**src/rtl/svc_fifo_wr_arb_if.sv**
```systemverilog
// svc_fifo_wr_arb_if: requester valid/ready/last streams plus the shared FIFO write port.
// fifo_w_data is widened by the index width when SVC_FIFO_WR_ARB_TAG_EN is defined.
interface svc_fifo_wr_arb_if #(
    parameter int N_REQ = 4,
    parameter int DATA_WIDTH = 8
);
    localparam int IDX_WIDTH = $clog2(N_REQ);
`ifdef SVC_FIFO_WR_ARB_TAG_EN
    localparam int FW = DATA_WIDTH + IDX_WIDTH;
`else
    localparam int FW = DATA_WIDTH;
`endif
    logic [N_REQ-1:0] req_valid;
    logic [N_REQ*DATA_WIDTH-1:0] req_data;
    logic [N_REQ-1:0] req_last;
    logic [N_REQ-1:0] req_ready;
    logic fifo_w_inc;
    logic [FW-1:0] fifo_w_data;
    logic fifo_w_full;
    logic grant_valid;
    logic [IDX_WIDTH-1:0] grant_idx;
    modport master (
        output req_valid, req_data, req_last, fifo_w_full,
        input req_ready, fifo_w_inc, fifo_w_data, grant_valid, grant_idx
    );
    modport slave (
        input req_valid, req_data, req_last, fifo_w_full,
        output req_ready, fifo_w_inc, fifo_w_data, grant_valid, grant_idx
    );
endinterface

```
**src/rtl/svc_fifo_wr_arb.sv**
```systemverilog
// svc_fifo_wr_arb: round-robin burst arbiter sharing one FIFO write port among N_REQ requesters.
// Define SVC_FIFO_WR_ARB_TAG_EN to prefix each FIFO word with the granted requester index.
module svc_fifo_wr_arb #(
    parameter int N_REQ = 4,
    parameter int DATA_WIDTH = 8,
    parameter int MAX_BURST = 16,
    localparam int IDX_WIDTH = $clog2(N_REQ)
) (
    input logic clk,
    input logic rst_n,
    svc_fifo_wr_arb_if.slave bus
);
    localparam int CW = MAX_BURST > 1 ? $clog2(MAX_BURST) : 1;
    localparam logic [0:0] IDLE = 1'b0;
    localparam logic [0:0] LOCKED = 1'b1;

    logic [0:0] state;
    logic [IDX_WIDTH-1:0] rr_ptr, lock_idx, rr_idx, grant, nxt_ptr, gidx;
    logic [CW-1:0] beat_cnt;
    logic [DATA_WIDTH-1:0] payload;
    logic grant_valid, xfer, cap_hit, burst_end;

    function automatic logic [IDX_WIDTH-1:0] wrap(input int v);
        return IDX_WIDTH'(v >= N_REQ ? v - N_REQ : v);
    endfunction

    // Descending scan so the last hit is the candidate closest to rr_ptr.
    always_comb begin
        rr_idx = rr_ptr;
        for (int k = N_REQ - 1; k >= 0; k--)
            if (bus.req_valid[wrap(int'(rr_ptr) + k)]) rr_idx = wrap(int'(rr_ptr) + k);
    end

    always_comb begin
        payload = bus.req_data[DATA_WIDTH-1:0];
        for (int i = 1; i < N_REQ; i++)
            if (grant == IDX_WIDTH'(i)) payload = bus.req_data[i*DATA_WIDTH +: DATA_WIDTH];
    end

    assign grant = (state == LOCKED) ? lock_idx : rr_idx;
    assign nxt_ptr = wrap(int'(grant) + 1);
    assign grant_valid = rst_n && (state == LOCKED || |bus.req_valid);
    assign xfer = grant_valid && bus.req_valid[grant] && !bus.fifo_w_full;
    assign cap_hit = MAX_BURST != 0 && beat_cnt == CW'(MAX_BURST - 1);
    assign burst_end = xfer && (bus.req_last[grant] || cap_hit);
    assign gidx = rst_n ? grant : '0;

    assign bus.fifo_w_inc = xfer;
    assign bus.req_ready = xfer ? (N_REQ'(1) << grant) : '0;
    assign bus.grant_valid = grant_valid;
    assign bus.grant_idx = gidx;
`ifdef SVC_FIFO_WR_ARB_TAG_EN
    assign bus.fifo_w_data = {gidx, payload};
`else
    assign bus.fifo_w_data = payload;
`endif

    // A non-final beat always (re)locks: in LOCKED grant already equals lock_idx.
    always_ff @(posedge clk) begin
        if (!rst_n) begin
            state <= IDLE;
            rr_ptr <= '0;
            lock_idx <= '0;
            beat_cnt <= '0;
        end else if (burst_end) begin
            state <= IDLE;
            rr_ptr <= nxt_ptr;
            beat_cnt <= '0;
        end else if (xfer) begin
            state <= LOCKED;
            lock_idx <= grant;
            beat_cnt <= beat_cnt + 1'b1;
        end
    end
endmodule

```
**src/flat_wrapper.sv**
```systemverilog
// flat-port wrapper written by rule: the top's interface ports become plain ports
module svc_fifo_wr_arb_flat 
#(
    parameter int N_REQ = 4,
    parameter int DATA_WIDTH = 8,
    parameter int MAX_BURST = 16,
    localparam int IDX_WIDTH = $clog2(N_REQ)
)
  (clk, rst_n, bus_req_valid, bus_req_data, bus_req_last, bus_fifo_w_full, bus_req_ready, bus_fifo_w_inc, bus_fifo_w_data, bus_grant_valid, bus_grant_idx);
  svc_fifo_wr_arb_if #(.N_REQ(N_REQ), .DATA_WIDTH(DATA_WIDTH)) bus_i ();
  input logic clk;
  input logic rst_n;
  input wire logic [$bits(bus_i.req_valid)-1:0] bus_req_valid;
  input wire logic [$bits(bus_i.req_data)-1:0] bus_req_data;
  input wire logic [$bits(bus_i.req_last)-1:0] bus_req_last;
  input wire logic [$bits(bus_i.fifo_w_full)-1:0] bus_fifo_w_full;
  output wire logic [$bits(bus_i.req_ready)-1:0] bus_req_ready;
  output wire logic [$bits(bus_i.fifo_w_inc)-1:0] bus_fifo_w_inc;
  output wire logic [$bits(bus_i.fifo_w_data)-1:0] bus_fifo_w_data;
  output wire logic [$bits(bus_i.grant_valid)-1:0] bus_grant_valid;
  output wire logic [$bits(bus_i.grant_idx)-1:0] bus_grant_idx;
  assign bus_i.req_valid = bus_req_valid;
  assign bus_i.req_data = bus_req_data;
  assign bus_i.req_last = bus_req_last;
  assign bus_i.fifo_w_full = bus_fifo_w_full;
  assign bus_req_ready = bus_i.req_ready;
  assign bus_fifo_w_inc = bus_i.fifo_w_inc;
  assign bus_fifo_w_data = bus_i.fifo_w_data;
  assign bus_grant_valid = bus_i.grant_valid;
  assign bus_grant_idx = bus_i.grant_idx;
  svc_fifo_wr_arb #(.N_REQ(N_REQ), .DATA_WIDTH(DATA_WIDTH), .MAX_BURST(MAX_BURST)) u_core (.clk(clk), .rst_n(rst_n), .bus(bus_i));
endmodule
```
**config.mk**
```make
export PLATFORM = sky130hd
export DESIGN_NAME = svc_fifo_wr_arb_flat
export DESIGN_NICKNAME = d
export VERILOG_FILES = /design/src/rtl/svc_fifo_wr_arb_if.sv /design/src/rtl/svc_fifo_wr_arb.sv /design/src/flat_wrapper.sv
export SDC_FILE = /design/constraint.sdc
export NUM_CORES = 1
export LEC_CHECK = 0
export CORE_UTILIZATION = 40
export DETAILED_ROUTE_END_ITERATION = 10
export GPL_TIMING_DRIVEN = 1
export MAX_ROUTING_LAYER = met4
export PLACE_DENSITY = 0.85
export SLEW_MARGIN = 0
export SYNTH_ARGS = -nofsm -noshare
export SYNTH_HDL_FRONTEND = slang
export SYNTH_SLANG_ARGS = --single-unit
```
**constraint.sdc**
```tcl
create_clock -name clk -period 6.3 [get_ports clk]
set_input_delay 0.63 -clock clk [delete_from_list [all_inputs] [get_ports clk]]
set_output_delay 0.63 -clock clk [all_outputs]
set_load 0.01 [all_outputs]
```
# After elaboration in Yosys (flattened, before gate mapping)
# Cells that the tools add are included.
dict set report totals {
  reg_bits 9
  latchBits 0
  ram_bits 0
  romBits 0
  in_bits 43
  output_inout_bits 16
  word_cells 68
  n_memories 0
}
dict set report classes {
  n_addsub 10
  multipliers 0
  div_mod_pow 0
  n_lt_le_gt_ge 10
  eq_ne 4
  shifts 1
  n_mux 27
  bitwise_logic 2
  n_reduce_logical 10
}
# operator count
set ops {}
lappend ops {{$mux W8} 3}
lappend ops {{$mux W2} 11}
lappend ops {{$lt A2 B3 Y1 const B} 5}
lappend ops {{$bmux W1 S2} 6}
lappend ops {{$ge A3 B3 Y1 const B} 4}
lappend ops {{$sub A2 B1 Y2 const B} 5}
lappend ops {{$add A2 B1 Y3 const B} 2}
lappend ops {{$add A2 B2 Y3 const B} 2}
lappend ops {{$mux W1} 6}
lappend ops {{$add A4 B1 Y4 const B} 1}
lappend ops {{$eq A2 B2 Y1 const B} 2}
lappend ops {{$eq A4 B4 Y1 const B} 1}
lappend ops {{$logic_and A1 B1 Y1} 4}
lappend ops {{$mux W4} 1}
lappend ops {{$reduce_or A4 Y1} 1}
lappend ops {{$shl A1 B2 Y4 const A} 1}
lappend ops {{$ge A2 B3 Y1 const B} 1}
lappend ops {{$eq A2 B1 Y1 const B} 1}
lappend ops {{$logic_or A1 B1 Y1} 2}
lappend ops {{$not A1 Y1} 2}
lappend ops {{$reduce_and A2 Y1} 1}
lappend ops {{$reduce_or A2 Y1} 1}
lappend ops {{$logic_not A1 Y1} 1}

# Depth between registers and ports, before layout
# Gate-level depths: netlist (run 1).
dict set report depth {
  ltp_word 17
  ltp_mapped 8
  mapped_depth_nobuf 7
}

# Least setup slack after synthesis (run 1)
# No wires, ideal clock.
dict set report synth_timing {
  kind {input-to-output}
  start {in bus_req_valid[2]}
  end {out bus_fifo_w_data[6]}
  t_arrival_ps 2144
  required_ps 5670
  setup_slack_ps 3526
  cell_stages 8
  n_path_buf 2
  cell_sequence {inv_1 > o221a_2 > o31ai_1 > clkbuf_1 > buf_2 > and2_1 > a211oi_1 > a21oi_1}
}
dict set report synth_between {
  elab_chain_cells 11
  elab_cells_between_ends 19
  cone_classes {3 x eq/ne; 16 x mux}
}
# element line_no
set synth_rtl {}
lappend synth_rtl {{start, declared} flat_wrapper.sv:13} ;# input wire logic [$bits(bus_i.req_valid)-1:0] bus_req_valid;
lappend synth_rtl {{$bmux W1 S2} svc_fifo_wr_arb.sv:31} ;# if (bus.req_valid[wrap(int'(rr_ptr) + k)]) rr_idx = wrap(int'(rr_ptr) + k);
lappend synth_rtl {{$mux W1 (implied by the code)} svc_fifo_wr_arb.sv:31}
lappend synth_rtl {{$mux W2 (3 in a row)} svc_fifo_wr_arb.sv:31}
lappend synth_rtl {{$mux W2 *} svc_fifo_wr_arb.sv:31}
lappend synth_rtl {{$mux W2 *} svc_fifo_wr_arb.sv:40} ;# assign grant = (state == LOCKED) ? lock_idx : rr_idx;
lappend synth_rtl {{$eq A2 B1 Y1} svc_fifo_wr_arb.sv:37} ;# if (grant == IDX_WIDTH'(i)) payload = bus.req_data[i*DATA_WIDTH +: DATA_WIDTH];
lappend synth_rtl {{$mux W8 (2 in a row)} svc_fifo_wr_arb.sv:37}
lappend synth_rtl {{$mux W8 *} svc_fifo_wr_arb.sv:37}
lappend synth_rtl {{end, declared} flat_wrapper.sv:19} ;# output wire logic [$bits(bus_i.fifo_w_data)-1:0] bus_fifo_w_data;
# Mark *: on every way between the ends. The rest lies on a longest branch, timed or not. The select of a mux whose other input is x is not followed.

# Worst setup path after layout (run 1)
dict set report layout_timing {
  start {in bus_req_valid[3]}
  end {out bus_fifo_w_inc}
}
dict set report layout_between {
  elab_chain_cells 11
  elab_cells_between_ends 20
  cone_classes {15 x mux; 5 x reduce/logical}
}
# element line_no
set layout_rtl {}
lappend layout_rtl {{$bmux W1 S2} svc_fifo_wr_arb.sv:31}
lappend layout_rtl {{$mux W1 (implied by the code)} svc_fifo_wr_arb.sv:31}
lappend layout_rtl {{$mux W2 (4 in a row)} svc_fifo_wr_arb.sv:31}
lappend layout_rtl {{$mux W2} svc_fifo_wr_arb.sv:40}
lappend layout_rtl {{$bmux W1 S2} svc_fifo_wr_arb.sv:43} ;# assign xfer = grant_valid && bus.req_valid[grant] && !bus.fifo_w_full;
lappend layout_rtl {{$mux W1 (implied by the code)} svc_fifo_wr_arb.sv:43}
lappend layout_rtl {{$logic_and A1 B1 Y1 * (2 in a row)} svc_fifo_wr_arb.sv:43}
lappend layout_rtl {{end, declared} flat_wrapper.sv:18} ;# output wire logic [$bits(bus_i.fifo_w_inc)-1:0] bus_fifo_w_inc;
# Marked as above.

==> results.json, run 1 <==
{
  "htree_num_levels": 1,
  "worst_hold_path_type": "reg2reg",
  "critPathBufInv": 2,
  "drt_pre_antenna_iters": 4,
  "end_kind": "output pin",
  "yosys_most_used_dff": "dfxtp_1",
  "clock.fmax_ghz": 0.211,
  "synth-seq-area-share_pct": 18.0,
  "clock_latency_ps": 260,
  "finalMaxSlewViolations": 0,
  "rsz0062_at_grt": "false",
  "arrival_ps": 4120,
  "grt_pass1_vias": 1039,
  "timing.critical_path.cells": "clkdlybuf4s50_1 > or2_2 > a31oi_2 > o41ai_4 > mux2i_1 > a221oi_2 > clkdlybuf4s50_1",
  "irDropWorstVdd_v": 0.000147,
  "tns_ps": 0,
  "drt-total-wl_um": 3000,
  "synthCells": 129,
  "fin_skew_ps": 0.740,
  "first_iter_violations": 17,
  "ant_nets": 0,
  "worst_slack_ps": 1550,
  "syn_avg_cell_area_um2": 7.74,
  "worstHoldPathCells": 2,
  "cp_max_fo": 25,
  "max_cap_viol_count": 0,
  "hold_slack_ps": 470,
  "regToRegEndpoint": "u_core.rr_ptr[0]",
  "final_cell_mix": "clkdlybuf4s50_1 (58), mux2i_1 (15), a21oi_1 (12), nand2_1 (11)",
  "fin_crit_sh_pct": 75.3,
  "regToRegSetupSlack_ps": 2960,
  "port_buffers": 58,
  "tightest_slew_ps": 1210,
  "yosys_register_bits": 9,
  "p_leak_nw": 0.576,
  "rows": 17,
  "viasPerCell": 5.50,
  "synth_warnings": 0,
  "wl_per_cell_um": 14.2,
  "cpMaxStageDelayCell": "o41ai_4",
  "nNetsFinal": 229,
  "post_cts_buffers": 0,
  "die_y_um": 52.0,
  "worstSetupPathType": "in2out",
  "startpoint_type": "primary input",
  "power_density_nw_per_um2": 192,
  "rr_worst_depth": 7,
  "syn-num-nets": 173,
  "final_common_cell": "clkdlybuf4s50_1",
  "r2r-start": "u_core.rr_ptr[0]",
  "hold_buffers": 0,
  "synth-edff-count": 0,
  "cts_tree": "yes",
  "ys_async_sr_fraction_pct": 0,
  "diodes": 0,
  "initial_utilization_pct": 43.9,
  "ios": 59,
  "antenna_found_initial": 0,
  "place.gp.congestion": 0.819,
  "grt_usage_pct": 22.6,
  "yosysUniqueCellTypes": 41,
  "syn_area_um2": 998,
  "pre_cts_ws_ps": 1600,
  "fp.dieW_um": 52.0,
  "ctsResizeCount": 0,
  "gr-total-overflow": 0,
  "grt_max_degree": 26,
  "dp_hpwl_um": 2410,
  "cp_top_family": "compound AO/OA/AOI/OAI gates",
  "slew_headroom_pct": 18.9,
  "max_stage_delay_ps": 1070,
  "dieArea_um2": 2700,
  "hold_violations": 0,
  "crit_top_cell": "clkdlybuf4s50_1",
  "vias": 1166,
  "cts.path.max_buffers": 2,
  "final_core_util_pct": 71.1,
  "worstHoldStart": "u_core.lock_idx[1]",
  "fillers": 186,
  "cts_root_buf": "clkbuf_4",
  "drive_gt1_share_pct": 7.61,
  "clk_pin_slew_ps": 60,
  "area_delta_synth_final_pct": 62.0,
  "worstPathRequired_ps": 5670,
  "worstHoldEndpoint": "u_core.lock_idx[1]",
  "remaining_drc_errors": 0,
  "grt_pass1_wl_um": 4460,
  "numCtsBuffers": 3,
  "setup-violations-final": 0,
  "outcome": "finished, final reports clean",
  "cts_sinks": 9,
  "finalCriticalPeriod_ps": 4750,
  "core-area_um2": 2280
}
## cell type report
class / count / area (um^2) / area share (%)
multi-input cells: 107 / 769 / 47.6
repair buffers: 59 / 588 / 36.3
flip-flops and latches: 9 / 180 / 11.1
well taps: 28 / 35.0 / 2.17
clock buffers: 4 / 26.3 / 1.62
inverters: 5 / 18.8 / 1.16
## per-stage QoR
step / total power [mW] / cell area, um^2 / std cells
global placement: 0.262 / 1590 / 208
detailed placement: 0.266 / 1590 / 208
finish: 0.310 / 1620 / 212
floorplan: 0.181 / 998 / 129
CTS: 0.310 / 1620 / 212
global route: 0.330 / 1620 / 212
## state kept, by name, summed over array words and instances (netlist names)
signal,flops
u_core.lock_idx,2
u_core.state,1
u_core.beat_cnt,4
u_core.rr_ptr,2
## where the power goes
part	switching, mW	internal [mW]	total, mW
Sequential	0.00689	0.0617	0.0686
Clock	0.0203	0.0244	0.0447
Combinational	0.0913	0.105	0.197
## worst max-delay path by stage
stage                     startpoint            endpoint  slack (ps)  cells past startpoint
global placement    bus_req_valid[2]      bus_fifo_w_inc        1700                      7
CTS                 bus_req_valid[2]      bus_fifo_w_inc        1590                      7
detailed placement  bus_req_valid[2]      bus_fifo_w_inc        1600                      7
global route        bus_req_valid[3]      bus_fifo_w_inc        1330                      7
floorplan           bus_req_valid[2]  bus_fifo_w_data[6]        3530                      8
finish              bus_req_valid[3]      bus_fifo_w_inc        1550                      7
## per-layer routing
| metal | track usage [%] | vias up | wire [um] |
|---|---|---|---|
| li1 | - | 600 | - |
| met1 | 25.9 | 538 | 1320 |
| met2 | 40.2 | 24 | 1570 |
| met3 | 2.63 | 4 | 86 |
| met4 | 7.66 | 0 | 26 |
| met5 | - | - | 0 |
## Yosys cell counts, types with 2 or more instances
cell type | instances | area share [%]
nor4b_1 | 2 | 1.8
nand2_1 | 11 | 4.1
nand3_1 | 3 | 1.5
a311oi_1 | 2 | 1.8
nand2b_1 | 9 | 5.6
a211oi_1 | 8 | 6.0
and2_1 | 7 | 4.4
nand4_1 | 2 | 1.3
inv_1 | 5 | 1.9
clkbuf_1 | 6 | 2.3
o21a_1 | 3 | 2.3
nor3_1 | 4 | 2.0
dfxtp_1 | 9 | 18
nor2_1 | 6 | 2.3
a21oi_1 | 12 | 6.0
mux2i_1 | 15 | 15
## worst register-to-register path, delay by kind of cell (launching register included)
kind            cells  cell delay (ps)
mux                 2              470
flops               1              410
simple gates        1              180
compound gates      4             2200
## cell families (layout without fill, tap and decap cells)
| group | count (synthesis) | after routing | synth area share (%) |
|---|---|---|---|
| flip-flops | 9 | 9 | 18.0 |
| XOR/XNOR | 1 | 1 | 0.877 |
| adder cells (fa/ha/maj) | 1 | 1 | 1.25 |
| multiplexers | 15 | 15 | 15.0 |
| buffers and inverters | 13 | 68 | 5.39 |
| AO/OA/AOI/OAI | 39 | 39 | 31.1 |
| AND/OR/NAND/NOR | 51 | 51 | 28.3 |
Note: power is estimated with default switching activity, not from simulation.
==> inputs of run 2 (changes only) <==
--- a/config.mk
+++ b/config.mk
@@ -5,11 +5,11 @@
 export SDC_FILE = /design/constraint.sdc
 export NUM_CORES = 1
 export LEC_CHECK = 0
-export CORE_UTILIZATION = 40
+export CORE_UTILIZATION = 34
 export DETAILED_ROUTE_END_ITERATION = 10
 export GPL_TIMING_DRIVEN = 1
 export MAX_ROUTING_LAYER = met4
-export PLACE_DENSITY = 0.85
+export PLACE_DENSITY = 0.77
 export SLEW_MARGIN = 0
 export SYNTH_ARGS = -nofsm -noshare
 export SYNTH_HDL_FRONTEND = slang
==> constraint.sdc (replaced) <==
create_clock -name clk -period 4.3 [get_ports clk]
set_input_delay 0.43 -clock clk [delete_from_list [all_inputs] [get_ports clk]]
set_output_delay 0.43 -clock clk [all_outputs]
set_load 0.01 [all_outputs]
==> results.json, run 2 (synthesized netlist as in run 1, its figures left out) <==
{
  "timing.critical_path.cells": "clkdlybuf4s50_1 > inv_1 > o221a_2 > o31a_1 > o21a_1 > a221oi_2 > buf_4 > clkdlybuf4s50_1",
  "grt_max_degree": 23,
  "ctsResizeCount": 0,
  "area_delta_synth_final_pct": 63.9,
  "worstSetupPathType": "in2out",
  "final_common_cell": "clkdlybuf4s50_1",
  "clk_pin_slew_ps": 60,
  "wl_per_cell_um": 13.7,
  "post_cts_buffers": 0,
  "fin_crit_sh_pct": 81.8,
  "reg_top3": "u_core.beat_cnt x4, u_core.lock_idx x2, u_core.rr_ptr x2",
  "largest_reg_flops": 4,
  "irDropWorstVdd_v": 0.000162,
  "htree_num_levels": 1,
  "p_leak_nw": 0.586,
  "diodes": 0,
  "die_y_um": 56.2,
  "clock.fmax_ghz": 0.284,
  "vias": 1183,
  "cts_sinks": 9,
  "startpoint_type": "primary input",
  "multi_input_area_um2": 769,
  "fin_skew_ps": 2.70,
  "drt_pre_antenna_iters": 5,
  "max_stage_delay_ps": 570,
  "final_cell_mix": "clkdlybuf4s50_1 (58), mux2i_1 (15), a21oi_1 (12), nand2_1 (11)",
  "outcome": "finished, final reports clean",
  "net-switching-power_mw": 0.176,
  "arrival_ps": 3090,
  "power_frac_comb_pct": 64.0,
  "first_iter_violations": 20,
  "pwr-share-clk_pct": 14.2,
  "rows": 19,
  "cpMaxStageDelayCell": "clkdlybuf4s50_1",
  "power_density_nw_per_um2": 281,
  "max_cap_viol_count": 0,
  "grt_usage_pct": 19.5,
  "cp_top_family": "buffers and inverters",
  "cp_max_fo": 16,
  "grt_pass1_wl_um": 4820,
  "gr-total-overflow": 0,
  "antenna_found_initial": 0,
  "critPathBufInv": 4,
  "hold_violations": 0,
  "drt-total-wl_um": 2970,
  "tns_ps": 0,
  "crit_top_cell": "clkdlybuf4s50_1",
  "worstPathRequired_ps": 3870,
  "fillers": 238,
  "end_kind": "output pin",
  "ios": 59,
  "rsz0062_at_grt": "false",
  "core-area_um2": 2760,
  "dp_hpwl_um": 2350,
  "port_buffers": 58,
  "pwr-share-seq_pct": 21.8,
  "cts_root_buf": "clkbuf_4",
  "clock_latency_ps": 260,
  "viasPerCell": 5.45,
  "dieArea_um2": 3160,
  "swShare_pct": 38.3,
  "finalMaxSlewViolations": 0,
  "drive_gt1_share_pct": 8.60,
  "slew_headroom_pct": 60.0,
  "regToRegSetupSlack_ps": 1850,
  "setup-violations-final": 0,
  "hold_slack_ps": 466,
  "grt_pass1_vias": 1139,
  "ant_nets": 0,
  "finalCriticalPeriod_ps": 3520,
  "remaining_drc_errors": 0,
  "nNetsFinal": 231,
  "cts_tree": "yes",
  "worst_hold_path_type": "reg2reg",
  "p_int_mw": 0.284,
  "seqCellArea_um2": 180,
  "tightest_slew_ps": 600,
  "hold_buffers": 0,
  "place.gp.congestion": 0.811,
  "initial_utilization_pct": 36.2,
  "numCtsBuffers": 3,
  "fp.dieW_um": 56.2,
  "cts.path.max_buffers": 2,
  "regMostFlops": "u_core.beat_cnt"
}
## run 2: cell types whose count changed in the layout (fill, tap and decap cells not counted)
| cell | change |
|---|---|
| buf_4 | +2 |
## run 2: layout make-up
cell class | count | share of cell area [%]
Clock buffer | 4 | 1.61
Sequential cell | 9 | 11.0
Tap cell | 31 | 2.37
Multi-Input combinational cell | 107 | 47.0
Inverter | 5 | 1.15
Timing Repair Buffer | 61 | 36.9
## run 2: through the flow
step	util, %	cell area [um^2]	std cells	total power [mW]	setup slack (ps)
after floorplan	-	998	129	0.265	1930
after global placement	58.4	1610	213	0.391	867
after detailed placement	58.4	1610	213	0.395	799
after CTS	59.3	1640	217	0.461	784
after global routing	59.3	1640	217	0.492	651
final	59.3	1640	217	0.460	782
## run 2: tightest hold or removal path, cell delays in order, from the launching register on
cell and delay, ps:
dfxtp_1 310, nand2_1 50, mux2i_1 60
## run 2: final timing paths
check | depth (start not counted) | to | from
max | 8 | bus_fifo_w_inc | bus_req_valid[2]
min | 2 | u_core.lock_idx[1] | u_core.lock_idx[1]
max reg2reg | 7 | u_core.rr_ptr[1] | u_core.rr_ptr[0]
min reg2reg | 2 | u_core.lock_idx[1] | u_core.lock_idx[1]
## run 2: metal layers
| layer | part of all wire (%) | routed length [um] | up-vias | global-route usage (%) |
|---|---|---|---|---|
| met5 | 0 | 0 | - | - |
| met4 | 0.74 | 22 | 0 | 5.92 |
| met3 | 8.4 | 248 | 2 | 3.95 |
| met2 | 50 | 1480 | 59 | 33.2 |
| met1 | 41 | 1220 | 520 | 23.0 |
| li1 | - | - | 602 | - |
## run 2: power by group through the flow
| stage | clock [mW] | combinational, mW | sequential, mW |
|---|---|---|---|
| 2_1_floorplan | 0 | 0.168 | 0.0973 |
| 3_3_place_gp | 0 | 0.290 | 0.101 |
| 3_5_place_dp | 0 | 0.293 | 0.102 |
| 4_1_cts | 0.0654 | 0.295 | 0.100 |
| 5_1_grt | 0.0725 | 0.318 | 0.102 |
| 6_report | 0.0654 | 0.294 | 0.100 |
==> inputs of run 3 (changes only) <==
--- a/config.mk
+++ b/config.mk
@@ -5,11 +5,11 @@
 export SDC_FILE = /design/constraint.sdc
 export NUM_CORES = 1
 export LEC_CHECK = 0
-export CORE_UTILIZATION = 34
+export CORE_UTILIZATION = 38
 export DETAILED_ROUTE_END_ITERATION = 10
 export GPL_TIMING_DRIVEN = 1
 export MAX_ROUTING_LAYER = met4
-export PLACE_DENSITY = 0.77
+export PLACE_DENSITY = 0.81
 export SLEW_MARGIN = 0
 export SYNTH_ARGS = -nofsm -noshare
 export SYNTH_HDL_FRONTEND = slang
==> constraint.sdc (replaced) <==
create_clock -name clk -period 3.3 [get_ports clk]
set_input_delay 0.33 -clock clk [delete_from_list [all_inputs] [get_ports clk]]
set_output_delay 0.33 -clock clk [all_outputs]
set_load 0.01 [all_outputs]
==> results.json, run 3 (synthesized netlist as in run 1, its figures left out) <==
{
  "clk_pin_slew_ps": 60,
  "regMostFlops": "u_core.beat_cnt",
  "drt-total-wl_um": 3000,
  "worstSetupPathType": "in2out",
  "gr-total-overflow": 0,
  "total_power_mw": 0.610,
  "cts.path.max_buffers": 2,
  "regToRegSetupSlack_ps": 920,
  "slew_headroom_pct": 64.8,
  "vias": 1178,
  "die_y_um": 53.3,
  "rows": 18,
  "clock.fmax_ghz": 0.318,
  "grt_usage_pct": 22.2,
  "core-area_um2": 2480,
  "setup-violations-final": 0,
  "final_cells": 219,
  "hold_buffers": 0,
  "clock_latency_ps": 260,
  "port_buffers": 58,
  "final_cell_mix": "clkdlybuf4s50_1 (58), mux2i_1 (15), a21oi_1 (12), nand2_1 (11)",
  "remaining_drc_errors": 0,
  "worst_hold_path_type": "reg2reg",
  "end_kind": "output pin",
  "cp_max_fo": 6,
  "tns_ps": 0,
  "hold_violations": 0,
  "finalMaxSlewViolations": 0,
  "place.gp.congestion": 0.791,
  "place_inst": 215,
  "viasPerCell": 5.38,
  "fin_crit_sh_pct": 95.4,
  "finalCriticalPeriod_ps": 3150,
  "rsz0062_at_grt": "false",
  "wl_per_cell_um": 13.7,
  "p_leak_nw": 0.603,
  "arrival_ps": 2820,
  "pwr-share-clk_pct": 13.6,
  "pwr-share-seq_pct": 21.4,
  "p_int_mw": 0.384,
  "first_iter_violations": 10,
  "numCtsBuffers": 3,
  "power_frac_comb_pct": 65.0,
  "cts_sinks": 9,
  "cts_root_buf": "clkbuf_4",
  "outcome": "finished, final reports clean",
  "worstPathRequired_ps": 2970,
  "net-switching-power_mw": 0.227,
  "grt_pass1_wl_um": 4540,
  "area_delta_synth_final_pct": 67.3,
  "drt_pre_antenna_iters": 4,
  "reg_top3": "u_core.beat_cnt x4, u_core.lock_idx x2, u_core.rr_ptr x2",
  "swShare_pct": 37.1,
  "irDropWorstVdd_v": 0.000289,
  "htree_num_levels": 1,
  "ant_nets": 0,
  "largest_reg_flops": 4,
  "startpoint_type": "primary input",
  "ctsResizeCount": 0,
  "initial_utilization_pct": 40.3,
  "post_cts_buffers": 0,
  "fin_skew_ps": 3.12,
  "grt_max_degree": 22,
  "nNetsFinal": 234,
  "drive_gt1_share_pct": 10.1,
  "power_density_nw_per_um2": 365,
  "cts_tree": "yes",
  "diodes": 0,
  "tightest_slew_ps": 527,
  "dp_hpwl_um": 2450,
  "grt_pass1_vias": 1060,
  "max_cap_viol_count": 0,
  "ios": 59,
  "dieArea_um2": 2840,
  "antenna_found_initial": 0,
  "final_common_cell": "clkdlybuf4s50_1",
  "fp.dieW_um": 53.3,
  "hold_slack_ps": 475,
  "final_core_util_pct": 67.4
}
## run 3: area by class of cell
class / instances / area, um^2
flip-flops and latches: 9 / 180
fillers: 215 / 807
well taps: 30 / 37.5
multi-input cells: 107 / 769
repair buffers: 64 / 638
inverters: 5 / 18.8
clock buffers: 4 / 26.3
## run 3: through the flow
step / area, um^2 / worst slack (ps)
final: 1670 / 153
after global routing: 1670 / 2.30
after CTS: 1670 / 162
after detailed placement: 1640 / 182
after global placement: 1640 / 195
after floorplan: 998 / 1130
## run 3: per-layer routing
metal  GRT usage [%]  wire length, um  up-vias  part of all wire, %
li1                -                -      600                    -
met1            25.3             1260      540                   42
met2            41.5             1590       34                   53
met3            1.72              116        4                  3.9
met4            5.26               31        0                  1.0
met5               -                0        -                    0
## run 3: worst max-delay path: stages
cell	delay [ps]
clkdlybuf4s50_1	500
or2_2	350
a31oi_2	340
o41ai_4	160
o21a_1	200
a221oi_2	340
clkdlybuf4s50_1	590
## run 3: final timing paths
| kind | start | endpoint | cells past startpoint |
|---|---|---|---|
| max reg2reg | u_core.rr_ptr[0] | u_core.rr_ptr[1] | 8 |
| min reg2reg | u_core.lock_idx[1] | u_core.lock_idx[1] | 2 |
| max | bus_req_valid[3] | bus_fifo_w_inc | 7 |
| min | u_core.lock_idx[1] | u_core.lock_idx[1] | 2 |
## run 3: power groups by stage
stage	registers [mW]	logic (mW)	clock network [mW]
finish	0.131	0.396	0.0831
global route	0.132	0.427	0.0916
CTS	0.130	0.399	0.0850
detailed placement	0.133	0.397	0
global placement	0.132	0.390	0
floorplan	0.127	0.219	0
